--- config.mk ---
export PLATFORM = sky130hd
export DESIGN_NAME = baby_vga_fb_arbiter
export DESIGN_NICKNAME = d
export VERILOG_FILES = /design/src/rtl/baby_vga_fb_arbiter.sv
export SDC_FILE = /design/constraint.sdc
export NUM_CORES = 1
export LEC_CHECK = 0
export CAP_MARGIN = 20
export CORE_MARGIN = 1
export CORE_UTILIZATION = 30
export CTS_BUF_LIST = sky130_fd_sc_hd__clkbuf_16
export DETAILED_ROUTE_END_ITERATION = 8
export GPL_ROUTABILITY_DRIVEN = 0
export PLACE_DENSITY_LB_ADDON = 0.25
export SKIP_LAST_GASP = 1
export SYNTH_ARGS = -nofsm -noshare
export SYNTH_HDL_FRONTEND = slang
export SYNTH_SLANG_ARGS = --single-unit
--- constraint.sdc ---
create_clock -name clk -period 2 [get_ports clk]
set_input_delay 0.2 -clock clk [delete_from_list [all_inputs] [get_ports clk]]
set_output_delay 0.2 -clock clk [all_outputs]
set_load 0.05 [all_outputs]
--- src/rtl/baby_vga_fb_arbiter.sv ---
// Framebuffer word-store arbiter: shares a single-port 16 x 32-bit store
// between the peripheral bus (byte/half/word reads and writes) and the
// scanline fetcher.
//
// state      | meaning
// -----------+---------------------------------------------------------
// ST_IDLE    | port free, no op in progress
// ST_WR      | write strobe on the port this cycle (always one cycle)
// ST_RD_WAIT | read in flight, cnt_q counts down to the rdata sample
// ST_RESP    | response registered this cycle, port free
module baby_vga_fb_arbiter #(
    parameter int MEM_LAT = 1
) (
    input  logic        clk,
    input  logic        rst,
    input  logic [5:0]  address,
    input  logic [31:0] data_in,
    input  logic [1:0]  data_write_n,
    input  logic [1:0]  data_read_n,
    output logic [31:0] data_out,
    output logic        data_ready,
    input  logic        line_req,
    input  logic [3:0]  line_idx,
    output logic [31:0] line_data,
    output logic        line_valid,
    output logic        line_miss,
    output logic        wr_overflow,
    output logic [3:0]  mem_addr,
    output logic        mem_re,
    output logic        mem_we,
    output logic [3:0]  mem_be,
    output logic [31:0] mem_wdata,
    input  logic [31:0] mem_rdata
);

    localparam logic [1:0] ST_IDLE    = 2'd0;
    localparam logic [1:0] ST_WR      = 2'd1;
    localparam logic [1:0] ST_RD_WAIT = 2'd2;
    localparam logic [1:0] ST_RESP    = 2'd3;

    logic [1:0]  state_q, state_d;
    logic [2:0]  cnt_q, cnt_d;

    logic        disp_vld_q, disp_vld_d;
    logic [3:0]  disp_idx_q, disp_idx_d;

    logic        wb_vld_q, wb_vld_d;
    logic [3:0]  wb_addr_q, wb_addr_d;
    logic [3:0]  wb_be_q, wb_be_d;
    logic [31:0] wb_wdata_q, wb_wdata_d;

    logic        rd_pend_q, rd_pend_d;
    logic        rd_out_q, rd_out_d;
    logic [5:0]  rd_addr_q, rd_addr_d;
    logic [1:0]  rd_size_q, rd_size_d;

    logic        fl_disp_q, fl_disp_d;
    logic [1:0]  fl_size_q, fl_size_d;
    logic [1:0]  fl_lane_q, fl_lane_d;

    logic [3:0]  mem_addr_q, mem_addr_d;
    logic        mem_re_q, mem_re_d;
    logic        mem_we_q, mem_we_d;
    logic [3:0]  mem_be_q, mem_be_d;
    logic [31:0] mem_wdata_q, mem_wdata_d;

    logic [31:0] data_out_q, data_out_d;
    logic        data_ready_q, data_ready_d;
    logic [31:0] line_data_q, line_data_d;
    logic        line_valid_q, line_valid_d;
    logic        line_miss_q, line_miss_d;
    logic        wr_ovf_q, wr_ovf_d;

    logic        wr_in;
    logic [3:0]  in_be;
    logic [31:0] in_wdata;
    logic        rd_sample;
    logic        port_free;
    logic        disp_any, wb_any, rd_any, rd_cap;
    logic        iss_disp, iss_wb, iss_rd;
    logic [3:0]  disp_sel_idx;
    logic [3:0]  wb_sel_addr, wb_sel_be;
    logic [31:0] wb_sel_wdata;
    logic [5:0]  rd_sel_addr;
    logic [1:0]  rd_sel_size;
    logic [31:0] rd_shift;
    logic [31:0] rd_fmt;

    // Lane placement of the incoming bus write.
    always_comb begin
        wr_in    = (data_write_n != 2'b11);
        in_be    = 4'b1111;
        in_wdata = data_in;
        case (data_write_n)
            2'b01: begin
                in_be    = address[1] ? 4'b1100 : 4'b0011;
                in_wdata = {2{data_in[15:0]}};
            end
            2'b00: begin
                in_be    = 4'b0001 << address[1:0];
                in_wdata = {4{data_in[7:0]}};
            end
            default: ;
        endcase
    end

    // Candidate selection and fixed-priority issue. A request arriving this
    // cycle is visible to the issue logic so it can capture and issue at once.
    always_comb begin
        rd_sample    = (state_q == ST_RD_WAIT) && (cnt_q == 3'd0);
        port_free    = (state_q != ST_RD_WAIT) || rd_sample;

        disp_any     = line_req || disp_vld_q;
        disp_sel_idx = line_req ? line_idx : disp_idx_q;

        wb_any       = wb_vld_q || wr_in;
        wb_sel_addr  = wb_vld_q ? wb_addr_q  : address[5:2];
        wb_sel_be    = wb_vld_q ? wb_be_q    : in_be;
        wb_sel_wdata = wb_vld_q ? wb_wdata_q : in_wdata;

        // The bus keeps its read asserted until data_ready, so an issued read
        // still blocks capture until its response pulse has gone by.
        rd_cap       = (data_read_n != 2'b11) && !rd_pend_q && !rd_out_q && !data_ready_q;
        rd_any       = rd_pend_q || rd_cap;
        rd_sel_addr  = rd_pend_q ? rd_addr_q : address;
        rd_sel_size  = rd_pend_q ? rd_size_q : data_read_n;

        iss_disp     = port_free && disp_any;
        iss_wb       = port_free && !disp_any && wb_any;
        iss_rd       = port_free && !disp_any && !wb_any && rd_any;
    end

    // Read response formatting: shift the lane down, then zero-extend.
    always_comb begin
        rd_shift = mem_rdata >> {fl_lane_q, 3'b000};
        case (fl_size_q)
            2'b00:   rd_fmt = {24'd0, rd_shift[7:0]};
            2'b01:   rd_fmt = {16'd0, rd_shift[15:0]};
            default: rd_fmt = mem_rdata;
        endcase
    end

    // Next-state for slots, port sequencer and registered outputs.
    always_comb begin
        disp_vld_d   = disp_any && !iss_disp;
        disp_idx_d   = disp_sel_idx;
        line_miss_d  = line_req && disp_vld_q;

        wb_vld_d     = wb_vld_q;
        wb_addr_d    = wb_addr_q;
        wb_be_d      = wb_be_q;
        wb_wdata_d   = wb_wdata_q;
        wr_ovf_d     = wr_ovf_q;
        if (iss_wb) begin
            wb_vld_d = wb_vld_q && wr_in;
            if (wb_vld_q && wr_in) begin
                wb_addr_d  = address[5:2];
                wb_be_d    = in_be;
                wb_wdata_d = in_wdata;
            end
        end else if (wr_in) begin
            if (wb_vld_q) begin
                wr_ovf_d = 1'b1;
            end else begin
                wb_vld_d   = 1'b1;
                wb_addr_d  = address[5:2];
                wb_be_d    = in_be;
                wb_wdata_d = in_wdata;
            end
        end

        rd_pend_d    = rd_any && !iss_rd;
        rd_addr_d    = rd_cap ? address : rd_addr_q;
        rd_size_d    = rd_cap ? data_read_n : rd_size_q;
        rd_out_d     = (rd_out_q && !(rd_sample && !fl_disp_q)) || iss_rd;

        state_d      = state_q;
        cnt_d        = cnt_q;
        fl_disp_d    = fl_disp_q;
        fl_size_d    = fl_size_q;
        fl_lane_d    = fl_lane_q;
        if (iss_disp || iss_rd) begin
            state_d   = ST_RD_WAIT;
            cnt_d     = 3'(MEM_LAT);
            fl_disp_d = iss_disp;
            fl_size_d = iss_disp ? 2'b10 : rd_sel_size;
            fl_lane_d = iss_disp ? 2'b00 : rd_sel_addr[1:0];
        end else if (iss_wb) begin
            state_d = ST_WR;
        end else if (rd_sample) begin
            state_d = ST_RESP;
        end else if (state_q == ST_WR || state_q == ST_RESP) begin
            state_d = ST_IDLE;
        end else if (state_q == ST_RD_WAIT) begin
            cnt_d = cnt_q - 3'd1;
        end

        mem_re_d     = iss_disp || iss_rd;
        mem_we_d     = iss_wb;
        mem_be_d     = iss_wb ? wb_sel_be : 4'b0000;
        mem_wdata_d  = iss_wb ? wb_sel_wdata : mem_wdata_q;
        mem_addr_d   = mem_addr_q;
        if (iss_disp) begin
            mem_addr_d = disp_sel_idx;
        end else if (iss_wb) begin
            mem_addr_d = wb_sel_addr;
        end else if (iss_rd) begin
            mem_addr_d = rd_sel_addr[5:2];
        end

        data_out_d   = data_out_q;
        data_ready_d = 1'b0;
        line_data_d  = line_data_q;
        line_valid_d = 1'b0;
        if (rd_sample) begin
            if (fl_disp_q) begin
                line_data_d  = mem_rdata;
                line_valid_d = 1'b1;
            end else begin
                data_out_d   = rd_fmt;
                data_ready_d = 1'b1;
            end
        end
    end

    // State registers; reset drops everything including in-flight reads.
    always_ff @(posedge clk) begin
        if (rst) begin
            state_q      <= ST_IDLE;
            cnt_q        <= 3'd0;
            disp_vld_q   <= 1'b0;
            disp_idx_q   <= 4'd0;
            wb_vld_q     <= 1'b0;
            wb_addr_q    <= 4'd0;
            wb_be_q      <= 4'd0;
            wb_wdata_q   <= 32'd0;
            rd_pend_q    <= 1'b0;
            rd_out_q     <= 1'b0;
            rd_addr_q    <= 6'd0;
            rd_size_q    <= 2'd0;
            fl_disp_q    <= 1'b0;
            fl_size_q    <= 2'd0;
            fl_lane_q    <= 2'd0;
            mem_addr_q   <= 4'd0;
            mem_re_q     <= 1'b0;
            mem_we_q     <= 1'b0;
            mem_be_q     <= 4'd0;
            mem_wdata_q  <= 32'd0;
            data_out_q   <= 32'd0;
            data_ready_q <= 1'b0;
            line_data_q  <= 32'd0;
            line_valid_q <= 1'b0;
            line_miss_q  <= 1'b0;
            wr_ovf_q     <= 1'b0;
        end else begin
            state_q      <= state_d;
            cnt_q        <= cnt_d;
            disp_vld_q   <= disp_vld_d;
            disp_idx_q   <= disp_idx_d;
            wb_vld_q     <= wb_vld_d;
            wb_addr_q    <= wb_addr_d;
            wb_be_q      <= wb_be_d;
            wb_wdata_q   <= wb_wdata_d;
            rd_pend_q    <= rd_pend_d;
            rd_out_q     <= rd_out_d;
            rd_addr_q    <= rd_addr_d;
            rd_size_q    <= rd_size_d;
            fl_disp_q    <= fl_disp_d;
            fl_size_q    <= fl_size_d;
            fl_lane_q    <= fl_lane_d;
            mem_addr_q   <= mem_addr_d;
            mem_re_q     <= mem_re_d;
            mem_we_q     <= mem_we_d;
            mem_be_q     <= mem_be_d;
            mem_wdata_q  <= mem_wdata_d;
            data_out_q   <= data_out_d;
            data_ready_q <= data_ready_d;
            line_data_q  <= line_data_d;
            line_valid_q <= line_valid_d;
            line_miss_q  <= line_miss_d;
            wr_ovf_q     <= wr_ovf_d;
        end
    end

    assign data_out    = data_out_q;
    assign data_ready  = data_ready_q;
    assign line_data   = line_data_q;
    assign line_valid  = line_valid_q;
    assign line_miss   = line_miss_q;
    assign wr_overflow = wr_ovf_q;
    assign mem_addr    = mem_addr_q;
    assign mem_re      = mem_re_q;
    assign mem_we      = mem_we_q;
    assign mem_be      = mem_be_q;
    assign mem_wdata   = mem_wdata_q;

endmodule

Word level (Yosys, flattened, before mapping)
Cells that the tools add are included.
{ "totals": {"ff_bits": 176, "in_bits": 81} }
{ "classes": {"addsub": 1, "n_eq_ne": 12, "n_shift": 2, "n_mux": 37, "bitwise": 4, "reduce_logical": 48} }
{ "ops": {"columns": ["op", "count"], "rows": [
  ["$mux 32", 4],
  ["$pmux 32 s2", 2],
  ["$mux 4", 13],
  ["$shr 32x5->16", 1],
  ["$logic_and 1x1->1", 15],
  ["$mux 2", 7],
  ["$ne 2x2->1 const B", 6],
  ["$logic_not 1->1", 9],
  ["$mux 1", 9],
  ["$pmux 4 s2", 1],
  ["$reduce_and 4->1", 2],
  ["$logic_or 1x1->1", 7],
  ["$eq 2x1->1 const B", 3],
  ["$mux 6", 1],
  ["$reduce_and 2->1", 3],
  ["$reduce_bool 3->1", 2],
  ["$reduce_or 2->1", 3],
  ["$eq 2x2->1 const B", 2],
  ["$logic_not 2->1", 2],
  ["$not 1->1", 4],
  ["$reduce_bool 2->1", 2],
  ["$reduce_bool 4->1", 1],
  ["$shl 1x2->4 const A", 1],
  ["$logic_not 3->1", 1],
  ["other kinds (3)", 3]
]} }

Depth between registers and ports, before layout
Gate-level depths: netlist of run 1.
{ "logic_depth": {"word_depth": 9, "depth_mapped": 9, "ltp_nobuf": 7} }

Worst setup path before layout of run 1
OpenSTA, ideal clock, no wires.
{ "synth_path": {"path_kind": "reg2reg", "startpoint": "register cnt_q[0]", "endpoint": "register fl_lane_q[1]", "setup_time_ns": 0.103, "t_arrival_ns": 1.841, "required_ns": 1.897, "slack_ns": 0.055, "stages_incl_launch_ff": 9, "path_buffers": 1, "synth_period_minus_slack_ns": 1.945, "cell_sequence": "dfxtp_1 > inv_1 > ha_1 > nor2b_1 > o21ai_4 > nor4_4 > buf_4 > nor2_1 > a2111oi_2"} }
{ "synth_between": {"elab_chain_cells": 7, "word_cells_on_any_way": 9} }
{ "synth_rtl": {"columns": ["item", "line_no", "source"], "rows": [
  ["start, declared", "42", "logic [2:0] cnt_q, cnt_d;"],
  ["start signal, assigned", "257", "cnt_q <= cnt_d;"],
  ["$logic_not 3->1 (*)", "110", "rd_sample = (state_q == ST_RD_WAIT) && (cnt_q == 3'd0);"],
  ["$logic_and 1x1->1 (*)", "110", null],
  ["$logic_or 1x1->1 (*)", "111", "port_free = (state_q != ST_RD_WAIT) || rd_sample;"],
  ["$logic_and 1x1->1 (3 in series)", "130", "iss_rd = port_free && !disp_any && !wb_any && rd_any;"],
  ["$logic_or 1x1->1", "182", "if (iss_disp || iss_rd) begin"],
  ["end signal, assigned", "270", "fl_lane_q <= fl_lane_d;"],
  ["end, declared", "59", "logic [1:0] fl_lane_q, fl_lane_d;"]
]} }
Mark *: on every way between the ends. The rest lies on a longest branch, timed or not.
A chain may end at the register's enable or synchronous reset.

Worst setup path in the final report of run 1
{ "layout_path": {"startpoint": "register cnt_q[0]", "endpoint": "register wb_wdata_q[15]"} }
{ "layout_between": {"elab_chain_cells": 7, "word_cells_on_any_way": 9} }
{ "layout_rtl": {"columns": ["item", "line_no", "source"], "rows": [
  ["$logic_not 3->1 (*)", "110", null],
  ["$logic_and 1x1->1 (*)", "110", null],
  ["$logic_or 1x1->1 (*)", "111", null],
  ["$logic_and 1x1->1 (*) (2 in series)", "129", "iss_wb = port_free && !disp_any && wb_any;"],
  ["$ne 2x1->1 (no line) or $reduce_bool 2->1 (tied branches)", null, null],
  ["$reduce_and 2->1 (no line)", null, null],
  ["end signal, assigned", "263", "wb_wdata_q <= wb_wdata_d;"],
  ["end, declared", "50", "logic [31:0] wb_wdata_q, wb_wdata_d;"]
]} }
Marks and branches as above.

==> out/results.txt, run 1 <==
Status: finished clean
Pre-CTS setup slack: -125 ps
Mean Syn Cell Area: 8.28 µm²
Clock Skew: 12.6 ps
Top-count cell post-synth: dfxtp_1
CTS tree: yes
Final Power: 9.51 mW
Max stage delay on crit path: 340 ps
Antenna-violating nets left: 0
Hold Crit Endpoint: line_miss
Unrepaired setup endpoints after global routing: yes
Reg area: 0.00353 mm²
Min-Delay Path Class: in2reg
Final Setup Violations: 0
Worst Path Max Fanout: 8
Die width: 161 µm
Vias in the first global route: 6582
Final setup TNS: 0 ps
Critical-path cell list: inv_2, ha_2, nor2b_4, o21ai_4, buf_6, xor2_4, clkbuf_16, a21oi_1, a211oi_1
Routed via count: 7171
Final instance area: 0.0109 mm²
Layout cell share with drive strength beyond 1: 0.114
Ys Warns: 0
CP startpoint kind: flip-flop
First-pass GRT wire length: 36900 µm
Hold buffers post-CTS: 0
Top Ports: 191
Tmin final: 1900 ps
Die area: 0.0258 mm²
DR pass1 iterations: 4
Row count: 57
Max Buffers Root-to-Sink: 2
Reg2reg start: cnt_q[0]
Placed cell area: 0.0101 mm²
Starting DRT DRC Count: 415
Clock net sink count: 176
Pins Over Slew Limit: 0
Maxcap violations: 0
Reg2reg end: wb_wdata_q[15]
CTS clk-pin slew, worst paths: 70 ps
Met1 usage: 0.241
Final wirelength: 24100 µm
Grt ovf: 0
Core area: 0.0245 mm²
Hold Vio Cnt, Final: 0
Tcrit/Tclk final: 0.951
Synth area leaders: dfxtp_1 (47%), mux2i_1 (8.6%), a21oi_1 (8.2%), nand2_1 (7.7%), a211oi_1 (4.5%)
Post-DP HPWL: 16300 µm
Leakage power: 3.94 nW
Die height: 161 µm
Area of the multi-input gates: 0.00368 mm²
Pwr dens: 873 mW/mm²
Buffers on Ports: 190
Cells after Synth: 911
Max Clock Freq: 0.526 GHz
Worst setup margin: 97.7 ps
# nets final: 1182
Setup crit end kind: flip-flop
Starting Density: 0.308
Area leader, netlist: dfxtp_1
H-tree Lvls: 4
Crit path from: cnt_q[0]
Yosys reg bits: 176
Post-synthesis cell type count: 41
DR vias/cell: 4.99
R2R cell count: 9
Rel. slew slack: 0.524
Ys async rst share: 0
Hold slack: 290 ps
Post-synth top area share: 0.467
Synth cell count leaders: dfxtp_1 (176), nand2_1 (155), a21oi_1 (124), nor2_1 (70), mux2i_1 (65)
HP Start: rst
Post-Syn Area: 0.00754 mm²
Hold-critical path depth: 2
Syn_nets: 994
Maximum VDD drop: 0.423 mV
Met2 usage: 0.294
Worst Tran Pin Value: 714 ps
Routing usage on met3: 0.0351
Seq/Total Area, Yosys: 0.467
Slowest CP cell: dfxtp_1
Synth Flop Type: dfxtp_1
Worst path arrival time: 2250 ps
Number of CTS-inserted buffers: 17
Root buf cell: clkbuf_16
Worst Path Required: 2350 ps
Critical path class: reg2reg
Initial antenna violation count: 0
GRT Total Usage: 0.182
Pin count of the biggest net entering global routing: 57
Diode count: 0
DR WL/cell: 16.8 µm
Drt drc: 0
Area delta synth->final: 44.4%
GRT busiest layer: met2
Clk_lat worst skew: 430 ps
# fillers: 2399
Post-synth EDFFs: 0
Reg2Reg Setup Slack: 100 ps
==> registers in the layout, summed over array words and instances, names as in the netlist, 2 cells and up <==
register / flops
mem_addr: 4
mem_wdata: 32
line_data: 32
mem_be: 4
fl_size_q: 2
rd_addr_q: 6
cnt_q: 3
wb_be_q: 4
fl_lane_q: 2
wb_wdata_q: 32
state_q: 2
data_out: 32
rd_size_q: 2
wb_addr_q: 4
disp_idx_q: 4
==> cell type report <==
class	instances	share of cell area
Clock buffer	17	0.0390
Clock inverter	15	0.0178
Inverter	12	0.00413
Multi-Input combinational cell	638	0.338
Sequential cell	176	0.324
Tap cell	324	0.0372
Timing Repair Buffer	254	0.241
==> critical path, delay by kind of cell (launching register included) <==
family,cells,cell delay [ps]
AO/OA/AOI/OAI,3,450
XOR/XNOR,1,300
adder cells (fa/ha/maj),1,160
buffers and inverters,3,430
flip-flops,1,340
AND/OR/NAND/NOR,1,130
==> power breakdown <==
part | total (mW) | internal, mW | switching [mW]
logic | 2.09 | 0.851 | 1.24
registers | 3.89 | 3.75 | 0.141
clock network | 3.53 | 2.01 | 1.52
total | 9.51 | 6.61 | 2.90
==> metrics by stage <==
step,utilization,cells
3_3_place_gp,0.414,1396
5_1_grt,0.445,1436
4_1_cts,0.440,1431
3_5_place_dp,0.414,1396
6_report,0.445,1436
2_1_floorplan,-,911
==> metal layers <==
metal / up-vias / share of wire
met5: - / 0
met4: 0 / 0.021
met3: 31 / 0.051
met2: 176 / 0.48
met1: 3410 / 0.45
li1: 3554 / -
==> logic make-up after synthesis <==
| logic type | count (synthesis) | share of synthesized area |
|---|---|---|
| simple gates | 307 | 0.174 |
| compound gates | 253 | 0.201 |
| flops | 176 | 0.467 |
| buf+inv | 97 | 0.0516 |
| mux | 73 | 0.0982 |
| xor+xnor | 3 | 0.00547 |
| fa+ha+maj | 2 | 0.00332 |
==> cell usage in the layout, fill, tap and decap left out, drive strengths merged, types with 2 or more instances in the layout <==
cell type,Yosys,layout
a221oi,8,8
nand2,155,155
o221ai,9,9
a21oi,124,124
mux2i,65,65
nor2b,7,7
o21ai,50,50
and2,2,2
or3,9,9
clkdlybuf4s50,0,187
mux2,8,8
nor3,23,23
buf,21,65
a31oi,2,2
nor2,72,72
a211oi,45,45
xor2,2,2
inv,12,20
nand2b,4,4
a2111oi,4,4
bufinv,0,3
dfxtp,176,176
nand3,28,28
ha,2,2
clkinv,0,3
a22oi,8,8
clkbuf,64,19
nor4,5,5
==> what timing repair did <==
action	in CTS	in global routing
setup endpoints to repair	20	56
setup buffers	3	2
gates resized for setup	0	13
gates cloned	0	3
pin swaps	1	22
==> how the worst max path moves through the flow <==
stage,end,depth (start not counted)
2_1_floorplan,fl_lane_q[1],8
3_3_place_gp,mem_wdata[27],8
3_5_place_dp,mem_wdata[27],8
4_1_cts,state_q[1],9
5_1_grt,fl_size_q[1],9
6_report,wb_wdata_q[15],9
(Power assumes the default switching activity.)
==> run 2, diff against run 1 <==
==> constraint.sdc (replaced) <==
create_clock -name clk -period 2 [get_ports clk]
set_input_delay 0.2 -clock clk [delete_from_list [all_inputs] [get_ports clk]]
set_output_delay 0.2 -clock clk [all_outputs]
set_load 0.1 [all_outputs]
==> run 2 against run 1 <==
Effect of this change: flip-flop and latch count unchanged; clock power decreased by 12%; die area is the same; core utilization down 0.90 points; total power grew 0.52%; hold slack got worse by 17 ps; via count decreased by 0.45%; final cell count is 0.77% higher; first-iteration DRC count grew 26%; combinational power up 22%; worst setup slack lost 31 ps; highest routed layer unchanged.
==> out/results.txt, run 2 (same netlist as run 1, synthesis figures left out) <==
Post-DP HPWL: 16200 µm (-0.49%)
Unrepaired setup endpoints after global routing: yes
Status: finished clean
Die area: 0.0258 mm² (unchanged)
Die height: 161 µm (unchanged)
Sequential share of power: 0.407 (-0.002)
Clk_lat worst skew: 440 ps (about the same)
H-tree Lvls: 4 (unchanged)
Clock network power share: 0.324 (-0.048)
Worst Tran Pin Value: 673 ps (-41.8 ps)
Pins Over Slew Limit: 0 (unchanged)
# nets final: 1194 (+1.0%)
Final wirelength: 24200 µm (+0.36%)
Pre-CTS setup slack: -118 ps (+6.23 ps)
Most frequent cells in the layout: dfxtp_1 (173), buf_4 (161), nand2_1 (155)
CP startpoint kind: flip-flop
Root buf cell: clkbuf_16
CTS clk-pin slew, worst paths: 70 ps (about the same)
Leakage power: 4.17 nW (+5.9%)
Starting DRT DRC Count: 521 (+26%)
Rel. slew slack: 0.552 (+0.0279)
Clock net sink count: 176 (unchanged)
Fin util: 0.436 (-0.00900)
DR pass1 iterations: 4 (unchanged)
Tmin final: 1930 ps (+31.3 ps)
Core area: 0.0245 mm² (unchanged)
Maximum VDD drop: 0.350 mV (-17%)
Row count: 57 (unchanged)
Routed via count: 7139 (-0.45%)
GRT Total Usage: 0.183 (+0.000969)
Final Power: 9.56 mW (+0.52%)
Logic pwr share: 0.268 (+0.048)
Pin count of the biggest net entering global routing: 54 (-5.3%)
CTS tree: yes
Worst setup margin: 66.3 ps (-31.3 ps)
Initial antenna violation count: 0 (unchanged)
DR WL/cell: 16.7 µm (-0.40%)
Grt ovf: 0 (unchanged)
Die width: 161 µm (unchanged)
Internal: 6.23 mW (-5.7%)
Hold Vio Cnt, Final: 0 (unchanged)
Worst Path Max Fanout: 7 (-1)
Commonest non-fill, non-tap cell in the layout: dfxtp_1
Diode count: 0 (unchanged)
Setup crit end kind: flip-flop
Starting Density: 0.308 (unchanged)
Critical path class: reg2reg
Worst path arrival time: 2290 ps (+40 ps)
Number of CTS-inserted buffers: 17 (unchanged)
Buffers on Ports: 190 (unchanged)
Pwr dens: 896 mW/mm² (+2.6%)
Tcrit/Tclk final: 0.967 (+0.0157)
Reg2Reg Setup Slack: 70 ps (-30 ps)
DR vias/cell: 4.93 (-1.2%)
Hold buffers post-CTS: 0 (unchanged)
First-pass GRT wire length: 37200 µm (+0.84%)
Drt drc: 0 (unchanged)
Max Buffers Root-to-Sink: 2 (unchanged)
Top Ports: 191 (unchanged)
Min-Delay Path Class: in2reg
Switching share of power: 0.348 (+0.0430)
Vias in the first global route: 6692 (+1.7%)
Layout cell share with drive strength beyond 1: 0.220 (+0.106)
Worst Path Required: 2360 ps (about the same)
Area delta synth->final: 41.5%
P_sw: 3.33 mW (+15%)
Antenna-violating nets left: 0 (unchanged)
Final Setup Violations: 0 (unchanged)
Maxcap violations: 0 (unchanged)
Max Clock Freq: 0.517 GHz (-1.6%)
Clock Skew: 19.3 ps (+6.68 ps)
## run 2: power groups by stage
stage               logic, mW  clock network (mW)  registers (mW)
floorplan               0.833                   0            4.73
global placement         2.39                   0            3.97
detailed placement       2.40                   0            3.97
CTS                      2.49                3.19            3.89
global route             2.71                3.33            3.92
finish                   2.56                3.10            3.90
## run 2: what timing repair did
item | in CTS | in global routing
endpoints found under the setup margin | 22 | 69
setup buffers | 5 | 12
pin swaps | 5 | 17
cloned | 2 | 1
resized for setup | 4 | 21
## run 2: path summary, 6_finish.rpt
check,start,to,depth (start not counted)
worst min register to register,mem_wdata[20],mem_wdata[20],2
worst max register to register,cnt_q[0],wb_wdata_q[26],10
worst min-delay path,rst,data_ready,2
worst max-delay path,cnt_q[0],wb_wdata_q[26],10
## run 2: cell type report
type	count	area, µm²
Sequential cell	176	3530
Clock inverter	14	109
Multi-Input combinational cell	638	3690
Inverter	12	45.0
Clock buffer	17	425
Tap cell	324	405
Fill cell	2421	13800
Timing Repair Buffer	266	2470
## run 2: through the flow
| stage | setup TNS, ps | cell area (µm²) | hold slack, ps | cells |
|---|---|---|---|---|
| after floorplan | 0 | 7540 | 336 | 911 |
| after global placement | -171 | 9870 | 440 | 1397 |
| after detailed placement | -1120 | 9870 | 444 | 1397 |
| after CTS | -477 | 10500 | 261 | 1435 |
| after global routing | -251 | 10700 | 308 | 1447 |
| final | 0 | 10700 | 273 | 1447 |
## run 2: critical path: stages (launching register included)
cell and delay [ps]:
dfxtp_2 340, inv_2 40, ha_2 160, nor2b_4 130, o21ai_4 200, buf_6 150
xnor2_4 90, buf_12 150, buf_12 120, or3_1 340, a21oi_1 140
## run 2: layer usage
layer / vias to the layer above / GRT usage / wire (µm)
li1: 3587 / - / -
met1: 3360 / 0.243 / 11200
met2: 176 / 0.300 / 11600
met3: 16 / 0.0364 / 1150
met4: 0 / 0.0502 / 272
met5: - / 0 / 0
==> run 3, diff against run 2 <==
--- a/config.mk
+++ b/config.mk
@@ -8,8 +8,9 @@
 export CAP_MARGIN = 20
 export CORE_MARGIN = 1
-export CORE_UTILIZATION = 30
+export CORE_UTILIZATION = 40
 export CTS_BUF_LIST = sky130_fd_sc_hd__clkbuf_16
 export DETAILED_ROUTE_END_ITERATION = 8
 export GPL_ROUTABILITY_DRIVEN = 0
+export GPL_TIMING_DRIVEN = 0
 export PLACE_DENSITY_LB_ADDON = 0.25
 export SKIP_LAST_GASP = 1
==> constraint.sdc (replaced) <==
create_clock -name clk -period 2 [get_ports clk]
set_input_delay 0.5 -clock clk [delete_from_list [all_inputs] [get_ports clk]]
set_output_delay 0.5 -clock clk [all_outputs]
set_load 0.1 [all_outputs]
==> run 3 against run 2 <==
Effect of this change: final area increased by 0.62%; count of clock-buffer cells in the layout unchanged; global-route usage increased by 7.3 points; largest power group unchanged; via count increased by 5.7%; critical endpoint is now fl_disp_q; total power increased by 0.37%; clock power increased by 4%; final cell count decreased by 5.7%; sequential share of layout area decreased by 0.22 points; clock skew decreased by 6.8 ps; die area decreased by 25%.
==> out/results.txt, run 3 (same netlist as run 1, synthesis figures left out) <==
Status: finished clean
Grt ovf: 0 (unchanged)
Post-DP HPWL: 18000 µm (+11%)
CP startpoint kind: flip-flop
Unrepaired setup endpoints after global routing: yes
Clk_lat worst skew: 440 ps (about the same)
DR pass1 iterations: 5 (+1)
Die height: 139 µm (-13%)
CTS clk-pin slew, worst paths: 70 ps (about the same)
Die width: 139 µm (-13%)
Top Ports: 191 (unchanged)
Buffers on Ports: 187 (-1.6%)
Commonest non-fill, non-tap cell in the layout: dfxtp_1
Leakage power: 3.86 nW (-7.5%)
GRT Total Usage: 0.256 (+0.0734)
DR WL/cell: 18.6 µm (+11%)
Max Buffers Root-to-Sink: 2 (unchanged)
Number of CTS-inserted buffers: 17 (unchanged)
Antenna-violating nets left: 0 (unchanged)
Starting Density: 0.414 (+0.106)
Area delta synth->final: 42.4%
Rel. slew slack: 0.503 (-0.0485)
Layout cell share with drive strength beyond 1: 0.200 (-0.0201)
Final instance area: 0.0107 mm² (+0.62%)
Worst Path Max Fanout: 4 (-3)
Clock net sink count: 176 (unchanged)
Maximum VDD drop: 0.797 mV (+130%)
Pins Over Slew Limit: 0 (unchanged)
DR vias/cell: 5.53 (+12%)
Pwr dens: 893 mW/mm² (-0.25%)
Hold slack: 446 ps (+173 ps)
Root buf cell: clkbuf_16
# nets final: 1207 (+1.1%)
Setup crit end kind: flip-flop
CTS tree: yes
Worst Path Required: 2300 ps (-60 ps)
Drt drc: 0 (unchanged)
Fin util: 0.590 (+0.154)
Min-Delay Path Class: in2reg
Routed via count: 7548 (+5.7%)
Diode count: 0 (unchanged)
Tmin final: 1970 ps (+38.4 ps)
Final Setup Violations: 0 (unchanged)
Hold buffers post-CTS: 0 (unchanged)
Initial antenna violation count: 0 (unchanged)
Most frequent cells in the layout: dfxtp_1 (174), nand2_1 (154), a21oi_1 (121)
Placed cell area: 0.00970 mm² (-1.7%)
Worst Tran Pin Value: 745 ps (+72.7 ps)
H-tree Lvls: 4 (unchanged)
Row count: 49 (-14%)
Vias in the first global route: 7040 (+5.2%)
Max Clock Freq: 0.507 GHz (-1.9%)
Clock Skew: 12.5 ps (-6.84 ps)
Starting DRT DRC Count: 694 (+33%)
Worst path arrival time: 2270 ps (-20 ps)
Pin count of the biggest net entering global routing: 17 (-69%)
Critical path class: reg2reg
Maxcap violations: 0 (unchanged)
Die area: 0.0194 mm² (-25%)
Final setup TNS: 0 ps (unchanged)
# fillers: 1625 (-33%)
Core area: 0.0182 mm² (-26%)
First-pass GRT wire length: 38800 µm (+4.4%)
Final wirelength: 25400 µm (+4.9%)
Hold Vio Cnt, Final: 0 (unchanged)
Tcrit/Tclk final: 0.986 (+0.0192)
run 3: repair_timing:
item                       in CTS  in global routing
buffers inserted                2                  5
cloned                          1                  2
pin swaps                       2                  8
setup endpoints to repair     214                154
gates resized for setup       363                 85
run 3: power breakdown:
group	switching (mW)	leakage [nW]	internal [mW]	total, mW
Combinational	1.72	2.15	0.761	2.48
Clock	1.50	0.264	1.73	3.23
Sequential	0.143	1.44	3.75	3.89
Total	3.36	3.86	6.24	9.60
run 3: layout make-up:
cell class                      instances  area [µm²]  area share
Buffer                                 82         444      0.0414
Clock buffer                           17         425      0.0396
Clock inverter                         14         131      0.0122
Inverter                               12        45.0     0.00419
Multi-Input combinational cell        639        3790       0.353
Sequential cell                       176        3530       0.328
Tap cell                              229         287      0.0267
Timing Repair Buffer                  196        2090       0.195
run 3: path summary, 6_finish.rpt:
kind | start | end | slack, ps | cells after the start
setup / recovery | cnt_q[0] | fl_disp_q | 30 | 9
hold / removal | data_read_n[1] | rd_size_q[1] | 450 | 3
setup reg to reg | cnt_q[0] | fl_disp_q | 30 | 9
hold reg to reg | mem_wdata[19] | mem_wdata[19] | 450 | 2
run 3: layer usage:
metal	share of wire	vias to the layer above	wire, µm	GRT usage
met2	0.45	360	11500	0.396
met1	0.44	3534	11200	0.346
met5	0	-	0	0
met3	0.079	47	2000	0.0540
li1	-	3607	-	-
met4	0.029	0	742	0.105
run 3: metrics by stage:
stage          power, mW  instances  setup slack, ps
5_1_grt             9.91       1365            -7.94
3_3_place_gp        6.27       1327             -820
6_report            9.60       1365             28.0
4_1_cts             9.48       1361             -131
3_5_place_dp        6.29       1327             -855
2_1_floorplan       5.56        911             32.9
run 3: critical path, cell delays in order, from the launching register on:
cell,delay (ps)
dfxtp_2,330
inv_2,60
ha_2,180
nor2b_4,200
o21ai_4,80
buf_12,160
buf_4,140
or4_4,500
a21oi_2,150
nor2_1,40
